**config.mk**
```make
export PLATFORM = sky130hd
export DESIGN_NAME = instr_fetch
export DESIGN_NICKNAME = d
export VERILOG_FILES = /design/src/rtl/fetch_pkg.sv /design/src/rtl/fetch_fifo.sv /design/src/rtl/instr_fetch.sv
export SDC_FILE = /design/constraint.sdc
export NUM_CORES = 1
export LEC_CHECK = 0
export CORE_MARGIN = 2
export CORE_UTILIZATION = 55
export DETAILED_ROUTE_END_ITERATION = 10
export PLACE_DENSITY = 0.85
export SYNTH_ARGS = -nofsm -noshare
export SYNTH_HDL_FRONTEND = slang
export SYNTH_HIERARCHICAL = 1
export SYNTH_SLANG_ARGS = --single-unit
```
**constraint.sdc**
```tcl
create_clock -name clk -period 9 [get_ports clk]
set_input_delay 2.7 -clock clk [delete_from_list [all_inputs] [get_ports clk]]
set_output_delay 2.7 -clock clk [all_outputs]
set_load 0.02 [all_outputs]
```
**src/rtl/fetch_pkg.sv**
```systemverilog
// Shared types for the instruction fetch unit: data width, FSM states and
// the prefetch FIFO entry layout.
package fetch_pkg;

  localparam int unsigned XLEN = 32;

  typedef enum logic [1:0] {
    S_IDLE    = 2'd0,
    S_REQ     = 2'd1,
    S_DISCARD = 2'd2
  } fetch_state_t;

  typedef struct packed {
    logic [XLEN-1:0] pc;
    logic [XLEN-1:0] instr;
  } fetch_entry_t;

  function automatic logic [XLEN-1:0] word_align(input logic [XLEN-1:0] a);
    return {a[XLEN-1:2], 2'b00};
  endfunction

endpackage

```
**src/rtl/fetch_fifo.sv**
```systemverilog
// Prefetch buffer: synchronous FIFO of {pc, instr} entries with flush.
// Head reads as zero while empty so the decode-side outputs never show stale data.
module fetch_fifo
  import fetch_pkg::*;
#(
  parameter  int unsigned DEPTH = 4,
  localparam int unsigned CNT_W = $clog2(DEPTH) + 1
) (
  input  logic             clk,
  input  logic             rst,
  input  logic             clear,
  input  logic             push,
  input  logic [XLEN-1:0]  push_pc,
  input  logic [XLEN-1:0]  push_instr,
  input  logic             pop,
  output logic [XLEN-1:0]  head_pc,
  output logic [XLEN-1:0]  head_instr,
  output logic [CNT_W-1:0] count,
  output logic             empty
);

  localparam int unsigned PTR_W = $clog2(DEPTH);

  fetch_entry_t     mem [DEPTH];
  fetch_entry_t     head;
  logic [PTR_W-1:0] wr_ptr;
  logic [PTR_W-1:0] rd_ptr;
  logic [CNT_W-1:0] cnt;
  logic             full;
  logic             do_push;
  logic             do_pop;

  assign full    = (cnt == CNT_W'(DEPTH));
  assign empty   = (cnt == '0);
  assign do_push = push && !full && !clear;
  assign do_pop  = pop && !empty && !clear;

  always_ff @(posedge clk or negedge rst) begin
    if (!rst) begin
      wr_ptr <= '0;
      rd_ptr <= '0;
      cnt    <= '0;
    end else if (clear) begin
      wr_ptr <= '0;
      rd_ptr <= '0;
      cnt    <= '0;
    end else begin
      if (do_push) wr_ptr <= wr_ptr + PTR_W'(1);
      if (do_pop)  rd_ptr <= rd_ptr + PTR_W'(1);
      case ({do_push, do_pop})
        2'b10:   cnt <= cnt + CNT_W'(1);
        2'b01:   cnt <= cnt - CNT_W'(1);
        default: cnt <= cnt;
      endcase
    end
  end

  always_ff @(posedge clk) begin
    if (do_push) mem[wr_ptr] <= '{pc: push_pc, instr: push_instr};
  end

  assign head       = empty ? '0 : mem[rd_ptr];
  assign head_pc    = head.pc;
  assign head_instr = head.instr;
  assign count      = cnt;

endmodule

```
**src/rtl/instr_fetch.sv**
```systemverilog
// Instruction fetch unit: single-outstanding memory request FSM feeding a
// prefetch FIFO, with redirect flush. INSTR_FETCH_PERF_EN adds perf counters.
module instr_fetch
  import fetch_pkg::*;
#(
  parameter int unsigned     DEPTH    = 4,
  parameter logic [XLEN-1:0] RESET_PC = 32'h0000_0000
) (
  input  logic        clk,
  input  logic        rst,
  output logic        imem_req,
  output logic [31:0] imem_addr,
  input  logic        imem_ack,
  input  logic [31:0] imem_rdata,
  output logic        if_valid,
  input  logic        if_ready,
  output logic [31:0] if_instr,
  output logic [31:0] if_pc,
  input  logic        redirect,
  input  logic [31:0] redirect_pc
`ifdef INSTR_FETCH_PERF_EN
  ,
  output logic [31:0] perf_fetched,
  output logic [31:0] perf_discarded
`endif
);

  localparam int unsigned       CNT_W   = $clog2(DEPTH) + 1;
  localparam logic [CNT_W-1:0]  DEPTH_C = CNT_W'(DEPTH);

  fetch_state_t    state, state_nxt;
  logic [XLEN-1:0] fetch_pc, fetch_pc_nxt;
  logic [XLEN-1:0] req_addr, req_addr_nxt;
  logic [CNT_W-1:0] cnt;
  logic [CNT_W-1:0] cnt_after;
  logic            fifo_empty;
  logic            push;
  logic            pop;

  always_ff @(posedge clk or negedge rst) begin
    if (!rst) begin
      state    <= S_IDLE;
      fetch_pc <= RESET_PC;
      req_addr <= '0;
    end else begin
      state    <= state_nxt;
      fetch_pc <= fetch_pc_nxt;
      req_addr <= req_addr_nxt;
    end
  end

  always_comb begin
    state_nxt    = state;
    fetch_pc_nxt = fetch_pc;
    push         = 1'b0;
    pop          = if_valid && if_ready && !redirect;
    cnt_after    = cnt + CNT_W'(1) - CNT_W'(pop);

    if (redirect) fetch_pc_nxt = word_align(redirect_pc);

    case (state)
      S_IDLE: begin
        if (redirect || cnt < DEPTH_C) state_nxt = S_REQ;
      end
      S_REQ: begin
        if (redirect) begin
          // an acked response is simply dropped; an unacked one must be drained
          state_nxt = imem_ack ? S_REQ : S_DISCARD;
        end else if (imem_ack) begin
          push         = 1'b1;
          fetch_pc_nxt = fetch_pc + 32'd4;
          state_nxt    = (cnt_after < DEPTH_C) ? S_REQ : S_IDLE;
        end
      end
      S_DISCARD: begin
        if (imem_ack) state_nxt = S_REQ;
      end
      default: state_nxt = S_IDLE;
    endcase

    // address only moves when a new request starts; DISCARD keeps the old one
    req_addr_nxt = (state_nxt == S_REQ) ? fetch_pc_nxt : req_addr;
  end

  assign imem_req  = (state != S_IDLE);
  assign imem_addr = req_addr;
  assign if_valid  = !fifo_empty;

  fetch_fifo #(
    .DEPTH (DEPTH)
  ) u_fifo (
    .clk        (clk),
    .rst        (rst),
    .clear      (redirect),
    .push       (push),
    .push_pc    (fetch_pc),
    .push_instr (imem_rdata),
    .pop        (pop),
    .head_pc    (if_pc),
    .head_instr (if_instr),
    .count      (cnt),
    .empty      (fifo_empty)
  );

`ifdef INSTR_FETCH_PERF_EN
  logic drop;

  assign drop = imem_ack && ((state == S_DISCARD) || (state == S_REQ && redirect));

  always_ff @(posedge clk or negedge rst) begin
    if (!rst) begin
      perf_fetched   <= '0;
      perf_discarded <= '0;
    end else begin
      if (push) perf_fetched   <= perf_fetched + 32'd1;
      if (drop) perf_discarded <= perf_discarded + 32'd1;
    end
  end
`endif

endmodule

```
==> impl_metrics.csv, run 1 <==
group,metric,value,unit
pwr,finalPower,0.00345,W
worst_setup_path,cp.required,6300,ps
route,wl,26.8,mm
worst_setup_path,worstPathCellList,"buf_4 > mux4_2 > and2_1 > clkdlybuf4s50_1",
pwr,ir_worst_vdd,0.177,mV
worst_hold_path,min_to,"imem_addr[7]",
sta,setup-violations-final,0,
placement,gp_congestion,0.924,
sta,finalCriticalPeriod,6100,ps
synth,synth_top_area_cell,"edfxtp_1",
layout,layout_common_cells,"edfxtp_1, clkdlybuf4s50_1, dfrtp_1, and2_1, mux4_2",
worst_setup_path,cp_top_family,"buffers and inverters",
worst_setup_path,cp-end-kind,"output pin",
sta,final.period_utilization,67.8,%
sta,worst_hold_slack,510,ps
route,ant_nets,0,
synth,synth_edf_count,256,
sta,max_slew.worst_pin.slew,1030,ps
layout,fillers,1563,
global_routing,grt_usage,21.2,%
sta,rsz0062_at_grt,"false",
floorplan,core.rowCount,57,
outcome,outcome,"completed",
synth,ys.flop_type,"edfxtp_1",
layout,syn2layout_area_growth,22.6,%
sta,fmax,164,MHz
synth,syn-num-nets,850,
route,first_pass_iters,6,
worst_setup_path,cp_num_buf_inv,2,
layout,insertedDiodeCount,0,
floorplan,io-pin-count,167,
layout,final_common_cell,"edfxtp_1",
synth,ys_async_sr_fraction,22.2,%
worst_setup_path,start_kind,"flop",
worst_setup_path,crit_fanout,45,
route,dr_total_vias,7569,
route,drt-initial-drc-count,650,
synth,synthCells,775,
layout,final_area,16500,um2
worst_setup_path,rrSetupSlack,5710,ps
layout,drive_gt1_share,17.5,%
worst_setup_path,cpMaxStageDelayCell,"dfrtp_4",
sta,hold_violations,0,
worst_setup_path,cp_slowest_stage_delay,1030,ps
cts,h-tree-depth,2,
floorplan,dieHeight,160,um
global_routing,grt_antenna_before_repair,0,
synth,yosys_warnings,6,
route,wl_per_cell,20.8,um
synth,ys_seq_elements,329,
worst_setup_path,r2r-start,"u_fifo/count[0]",
cts,holdBufCountCts,0,
cts,clk_path_buf_depth,3,
worst_setup_path,r2r_end,"u_fifo/count[1]",
pwr,p_leak,5.52,nW
pwr,power.density,209,nW/um2
synth,yosysTopAreaCellShare,57.1,%
cts,tritoncts,"done",
sta,tns,0,ps
floorplan,core,24200,um2
sta,drv_slew,0,
worst_hold_path,hp-start,"imem_addr[7]",
global_routing,grt.overflow.total,0,
placement,io_buffers,164,
synth,synth_area,13500,um2
job,drv_cap,0,
global_routing,grt_pass1_wl,42.5,mm
cts,cts_sinks,329,
route,drc,0,
cts,cts_buffers,35,
global_routing,grt_start_max_net_pins,74,
layout,multi_input_area,3670,um2
layout,regArea,9520,um2
worst_hold_path,hold_depth,1,
placement,placed_cell_area,15400,um2
worst_setup_path,cp.arrival,3400,ps
synth,synth_area_per_cell,17.4,um2
sta,slew_headroom,31.5,%
synth,ys_top_cells_by_area,"edfxtp_1, dfrtp_1, mux4_2",
global_routing,grt_pass1_vias,7956,
synth,ys_seq_area_share,70.6,%
worst_hold_path,hold_class,"flop to flop",
floorplan,die_w,160,um
floorplan,die_area,25800,um2
placement,dp_worst_setup_slack,3060,ps
floorplan,initial_core_util,55.7,%
worst_setup_path,critPathLaunch,"u_fifo/rd_ptr[0]",
layout,nets,1016,
cts,root_buffer,"clkbuf_16",
worst_setup_path,reg2regPathDepth,10,
placement,dpl.hpwl,15.9,mm
cts,postCtsSetupRepairBufs,0,
sta,fin_skew,22.1,ps
route,via_per_inst,5.87,
sta,worst_slack,2900,ps
worst_setup_path,path_class,"flop to output pin",
synth,ys_types,64,
cts,clkLatencyLatePin,500,ps
cts,path_clk_slew,50,ps
cts,cts_resized,0,
==> cells by family (layout without fill, tap and decap cells) <==
kind of cell	count (synthesis)	in the layout	share of synthesized area, %
mux	100	100	13.7
buf+inv	62	252	2.17
compound gates	65	65	3.66
flops	329	329	70.6
xor+xnor	10	10	0.650
simple gates	203	203	8.57
fa+ha+maj	6	6	0.613
==> sequential cells by signal, indices dropped and copies added, names as in the netlist <==
name and cells:
fetch_pc 32, imem_addr 32, state 2, u_fifo/count 3, u_fifo/mem 256, u_fifo/rd_ptr 2
u_fifo/wr_ptr 2
==> final cells by class <==
| class | count | share of cell area, % |
|---|---|---|
| multi-input cells | 384 | 22.2 |
| well taps | 324 | 2.45 |
| repair buffers | 170 | 10.2 |
| clock inverters | 17 | 1.26 |
| clock buffers | 44 | 5.77 |
| inverters | 21 | 0.477 |
| flip-flops and latches | 329 | 57.7 |
==> layer usage <==
metal,vias up,track usage (%),wire length [um]
li1,3369,-,-
met1,3824,28.8,11100
met2,330,35.3,13100
met3,46,4.13,1970
met4,0,6.22,589
met5,-,0,0
==> stage by stage <==
stage / std cells / utilization [%]
floorplan: 775 / -
global placement: 1228 / 63.5
detailed placement: 1228 / 63.5
CTS: 1289 / 68.3
global route: 1289 / 68.3
finish: 1289 / 68.3
==> cell usage after synthesis, types with 3 or more instances <==
cell and number:
buf_2 12, nand3_1 13, a21oi_1 6, a221oi_1 5, buf_6 5, a311oi_1 12
edfxtp_1 256, mux2i_1 3, nor2_1 33, xor2_1 7, nand4_1 12, and3_1 4
a31oi_1 3, nor3_1 7, mux2_2 32, a211oi_1 6, nor4_1 12, mux4_2 64
o21ai_0 10, nand3b_1 5, nand2b_1 6, or3_1 3, inv_1 20, clkbuf_1 20
and2_1 72, dfrtp_1 73, nand2_1 21, xnor2_1 3, ha_1 5
==> worst max path at each step <==
stage,to,slack [ps],depth (start not counted)
2_1_floorplan,u_fifo/mem[0][0],3610,6
3_3_place_gp,u_fifo/mem[0][30],3140,6
3_5_place_dp,u_fifo/mem[1][30],3060,6
4_1_cts,if_pc[27],2780,4
5_1_grt,if_pc[27],2640,4
6_report,if_pc[27],2900,4
==> report_power, final <==
part	total [W]	leakage, nW	switching, W	internal, W
clock	0.00143	0.560	0.000544	0.000891
sequential	0.00176	3.16	0.0000533	0.00170
combinational	0.000263	1.80	0.000133	0.000130
total	0.00345	5.52	0.000730	0.00272
No activity file was read; power rests on OpenSTA's default activity.
==> run 2: changes to the inputs <==
Clock period 9 ns to 5.9 ns, I/O delays scaled along.
==> run 2 against run 1 <==
Net effect:
- clock power up 51%
- via count grew 0.37%
- sequential power is 52% higher
- worst hold slack worse by 5.7 ps
- highest routed layer unchanged
- register-to-register slack got worse by 4000 ps
- total power grew 52%
==> impl_metrics.csv, run 2 (same netlist as run 1, synthesis figures left out) <==
group,metric,value,unit
outcome,outcome,"completed",
layout,drive_gt1_share,18.4,%
sta,hold_violations,0,
layout,syn2layout_area_growth,23.2,%
layout,multi_input_area,3670,um2
pwr,pwr-share-clk,41.2,%
floorplan,die_w,160,um
route,first_pass_iters,7,
pwr,netSwitchingFraction,21.6,%
cts,cts_buffers,34,
route,dr_total_vias,7597,
layout,largest_register_ffs,256,
floorplan,initial_core_util,55.7,%
layout,insertedDiodeCount,0,
layout,top_register,"u_fifo/mem",
floorplan,core.rowCount,57,
global_routing,grt_pass1_wl,43.0,mm
worst_setup_path,path_class,"flop to output pin",
cts,root_buffer,"clkbuf_16",
cts,clk_path_buf_depth,3,
placement,gp_congestion,0.895,
cts,tritoncts,"done",
cts,cts_sinks,329,
worst_setup_path,start_kind,"flop",
layout,utilization,68.6,%
pwr,p_leak,5.57,nW
sta,max_slew.worst_pin.slew,1140,ps
cts,postCtsSetupRepairBufs,0,
sta,fin_skew,13.7,ps
pwr,p_seq_share,51.1,%
route,wl,27.1,mm
sta,final.period_utilization,82.4,%
sta,finalCriticalPeriod,4860,ps
cts,cts_resized,0,
global_routing,grt.overflow.total,0,
pwr,power.density,316,nW/um2
route,ant_nets,0,
route,drt-initial-drc-count,590,
layout,layout_common_cells,"edfxtp_1, clkdlybuf4s50_1, dfrtp_1, and2_1, mux4_2",
pwr,ir_worst_vdd,0.209,mV
placement,io_buffers,164,
floorplan,die_area,25800,um2
sta,drv_slew,0,
global_routing,grt_antenna_before_repair,0,
layout,final_common_cell,"edfxtp_1",
route,via_per_inst,5.85,
pwr,p_comb_share,7.7,%
global_routing,grt_start_max_net_pins,67,
placement,post-place-cells,1236,
worst_setup_path,cp.required,4130,ps
layout,regArea,9520,um2
sta,rsz0062_at_grt,"false",
cts,h-tree-depth,2,
global_routing,grt_pass1_vias,7848,
route,wl_per_cell,20.9,um
floorplan,io-pin-count,167,
worst_setup_path,cp-end-kind,"output pin",
pwr,power.switching,0.00113,W
job,drv_cap,0,
worst_setup_path,crit_fanout,66,
placement,dpl.hpwl,16.7,mm
pwr,internal_power,0.00411,W
sta,slew_headroom,23.9,%
cts,holdBufCountCts,0,
worst_setup_path,cp.arrival,3090,ps
sta,fmax,206,MHz
layout,nets,1023,
layout,final_cells,1298,
floorplan,core,24200,um2
global_routing,grt_usage,21.5,%
cts,clkLatencyLatePin,510,ps
sta,setup-violations-final,0,
layout,fillers,1558,
floorplan,dieHeight,160,um
sta,tns,0,ps
cts,path_clk_slew,60,ps
route,drc,0,
worst_hold_path,hold_class,"flop to flop",
==> run 2: final timing paths <==
kind | startpoint | to | slack [ps] | cells after the start
setup reg to reg | u_fifo/count[0] | imem_addr[1] | 1740 | 8
hold / removal | imem_addr[5] | imem_addr[5] | 500 | 1
min in group asynchronous | rst | imem_addr[21] | 1330 | 1
hold reg to reg | imem_addr[5] | imem_addr[5] | 500 | 1
setup / recovery | u_fifo/count[0] | if_pc[24] | 1040 | 3
max in group asynchronous | rst | fetch_pc[5] | 3550 | 2
==> run 2: through the flow <==
step	worst slack, ps	total power, W	cell area (um2)	hold slack (ps)
final	1040	0.00524	16600	504
after global routing	775	0.00541	16600	530
after CTS	946	0.00528	16600	506
after detailed placement	1100	0.00312	15500	483
after global placement	1140	0.00311	15500	489
after floorplan	1440	0.00291	13500	469
==> run 2: power groups by stage <==
stage / Clock, W / Sequential (W) / Combinational (W)
after CTS: 0.00220 / 0.00268 / 0.000407
after global placement: 0 / 0.00272 / 0.000397
after global routing: 0.00229 / 0.00269 / 0.000435
after detailed placement: 0 / 0.00272 / 0.000403
final: 0.00216 / 0.00268 / 0.000404
after floorplan: 0 / 0.00274 / 0.000161
==> run 2: final cells by class <==
cell class	count	area share [%]
repair buffers	178	10.7
multi-input cells	384	22.1
inverters	21	0.475
clock inverters	22	1.50
flip-flops and latches	329	57.4
clock buffers	40	5.39
well taps	324	2.44
==> run 2: critical path, stage by stage (launching register included) <==
cell and delay (ps):
dfrtp_1 650, or3_2 980, and2_1 320, clkdlybuf4s50_1 630
==> run 2: routing by layer <==
layer  share of wire [%]  up-vias  track usage [%]  wire [um]
met5                   0        -                0          0
met4                 2.2        0             6.02        610
met3                 7.0       61             3.69       1900
met2                  48      368             34.9      13100
met1                  43     3775             30.5      11500
li1                    -     3393                -          -
==> run 3: changes to the inputs <==
Clock period 5.9 ns to 4.96 ns, I/O delays scaled along.
==> run 3 against run 2 <==
Net effect:
- total power is 17% higher
- register-to-register slack worse by 860 ps
- worst setup slack worse by 550 ps
- utilization rose by 0.078 points
- cell count rose by 0.31%
- largest power group unchanged
- cell area rose by 0.11%
- via count is 1.1% higher
- clock skew rose by 10 ps
- critical path depth is the same
- die area unchanged
- count of clock-buffer cells in the layout increased by 8
==> impl_metrics.csv, run 3 (same netlist as run 1, synthesis figures left out) <==
group,metric,value,unit
worst_hold_path,hold_class,"flop to flop",
worst_setup_path,cp-end-kind,"output pin",
cts,cts_sinks,329,
cts,root_buffer,"clkbuf_16",
sta,slew_headroom,30.1,%
placement,placed_cell_area,15500,um2
cts,clk_path_buf_depth,3,
floorplan,core.rowCount,57,
layout,nets,1027,
cts,h-tree-depth,2,
sta,tns,0,ps
floorplan,die_w,160,um
worst_setup_path,cp_num_buf_inv,1,
worst_setup_path,r2r-start,"u_fifo/count[0]",
cts,tritoncts,"done",
sta,drv_slew,0,
worst_setup_path,start_kind,"flop",
sta,fmax,224,MHz
worst_setup_path,cp.arrival,2980,ps
floorplan,dieHeight,160,um
global_routing,grt_pass1_wl,43.8,mm
worst_setup_path,cpMaxStageDelayCell,"or3_2",
worst_setup_path,path_class,"flop to output pin",
sta,worst_hold_slack,501,ps
route,drc,0,
worst_setup_path,cp.required,3470,ps
layout,largest_register_ffs,256,
route,wl,27.7,mm
cts,holdBufCountCts,0,
floorplan,die_area,25800,um2
route,via_per_inst,5.90,
floorplan,initial_core_util,55.7,%
sta,setup-violations-final,0,
layout,layout_common_cells,"edfxtp_1, clkdlybuf4s50_1, dfrtp_1, and2_1, mux4_2",
cts,clkLatencyLatePin,510,ps
sta,max_slew.worst_pin.slew,1050,ps
sta,hold_violations,0,
cts,postCtsSetupRepairBufs,0,
worst_setup_path,cp_slowest_stage_delay,890,ps
floorplan,core,24200,um2
layout,top_register,"u_fifo/mem",
layout,fillers,1590,
sta,rsz0062_at_grt,"false",
layout,final_area,16600,um2
placement,io_buffers,164,
floorplan,io-pin-count,167,
global_routing,grt_usage,22.0,%
global_routing,grt_antenna_before_repair,0,
cts,path_clk_slew,60,ps
route,first_pass_iters,5,
layout,syn2layout_area_growth,23.4,%
layout,drive_gt1_share,18.2,%
pwr,p_leak,5.56,nW
cts,cts_resized,0,
route,drt-initial-drc-count,490,
global_routing,grt_pass1_vias,7918,
global_routing,grt.overflow.total,0,
worst_setup_path,crit_fanout,66,
placement,dpl.hpwl,17.2,mm
worst_hold_path,hp-start,"imem_addr[28]",
route,ant_nets,0,
outcome,outcome,"completed",
placement,gp_congestion,0.908,
worst_setup_path,critPathLaunch,"u_fifo/count[0]",
sta,fin_skew,24.1,ps
sta,finalCriticalPeriod,4470,ps
pwr,power.density,370,nW/um2
route,wl_per_cell,21.3,um
worst_setup_path,cp_top_family,"simple AND/OR/NAND/NOR gates",
worst_setup_path,worstPathCellList,"or3_2 > and2_1 > clkdlybuf4s50_1",
sta,final.period_utilization,90.0,%
cts,cts_buffers,35,
layout,insertedDiodeCount,0,
job,drv_cap,0,
pwr,ir_worst_vdd,0.301,mV
layout,final_common_cell,"edfxtp_1",
route,dr_total_vias,7680,
global_routing,grt_start_max_net_pins,67,
[run 3: worst register-to-register path, cell delays in order, from the launching register on]
cell,delay (ps)
dfrtp_1,620
or3_2,890
inv_1,230
nand2b_1,220
nor2_1,520
o31ai_2,230
nor3_1,310
fa_1,490
mux2i_1,150
nor4_1,70
a211o_1,250
[run 3: stage by stage]
| step | total power, W | std cells | setup slack (ps) | utilization (%) |
|---|---|---|---|---|
| after floorplan | 0.00346 | 775 | 781 | - |
| after global placement | 0.00371 | 1239 | 903 | 64.2 |
| after detailed placement | 0.00372 | 1239 | 830 | 64.2 |
| after CTS | 0.00621 | 1302 | 349 | 68.7 |
| after global routing | 0.00636 | 1302 | 271 | 68.7 |
| final | 0.00615 | 1302 | 495 | 68.7 |
[run 3: layout make-up]
| cell class | instances | area [um2] | area share [%] |
|---|---|---|---|
| Sequential cell | 329 | 9520 | 57.3 |
| Multi-Input combinational cell | 384 | 3670 | 22.1 |
| Timing Repair Buffer | 181 | 1830 | 11.0 |
| Clock buffer | 48 | 977 | 5.88 |
| Tap cell | 324 | 405 | 2.44 |
| Clock inverter | 15 | 125 | 0.753 |
| Inverter | 21 | 78.8 | 0.474 |
[run 3: path summary, 6_finish.rpt]
check / to / slack, ps / cells past startpoint
min in group asynchronous: fetch_pc[31] / 1010 / 1
setup reg to reg: u_fifo/count[1] / 880 / 10
max in group asynchronous: imem_addr[3] / 3140 / 2
hold reg to reg: imem_addr[28] / 500 / 1
setup / recovery: if_pc[24] / 490 / 3
hold / removal: imem_addr[28] / 500 / 1
[run 3: where the power goes]
group,switching [W],total [W],internal [W]
clock network,0.000997,0.00248,0.00148
logic,0.000246,0.000486,0.000240
registers,0.0000942,0.00318,0.00309
[run 3: metal layers]
layer,global-route usage (%),up-vias,wire (um)
met1,31.3,3901,11900
met2,35.9,316,13500
met4,6.59,0,603
met3,3.67,56,1690
li1,-,3407,-
met5,0,-,0
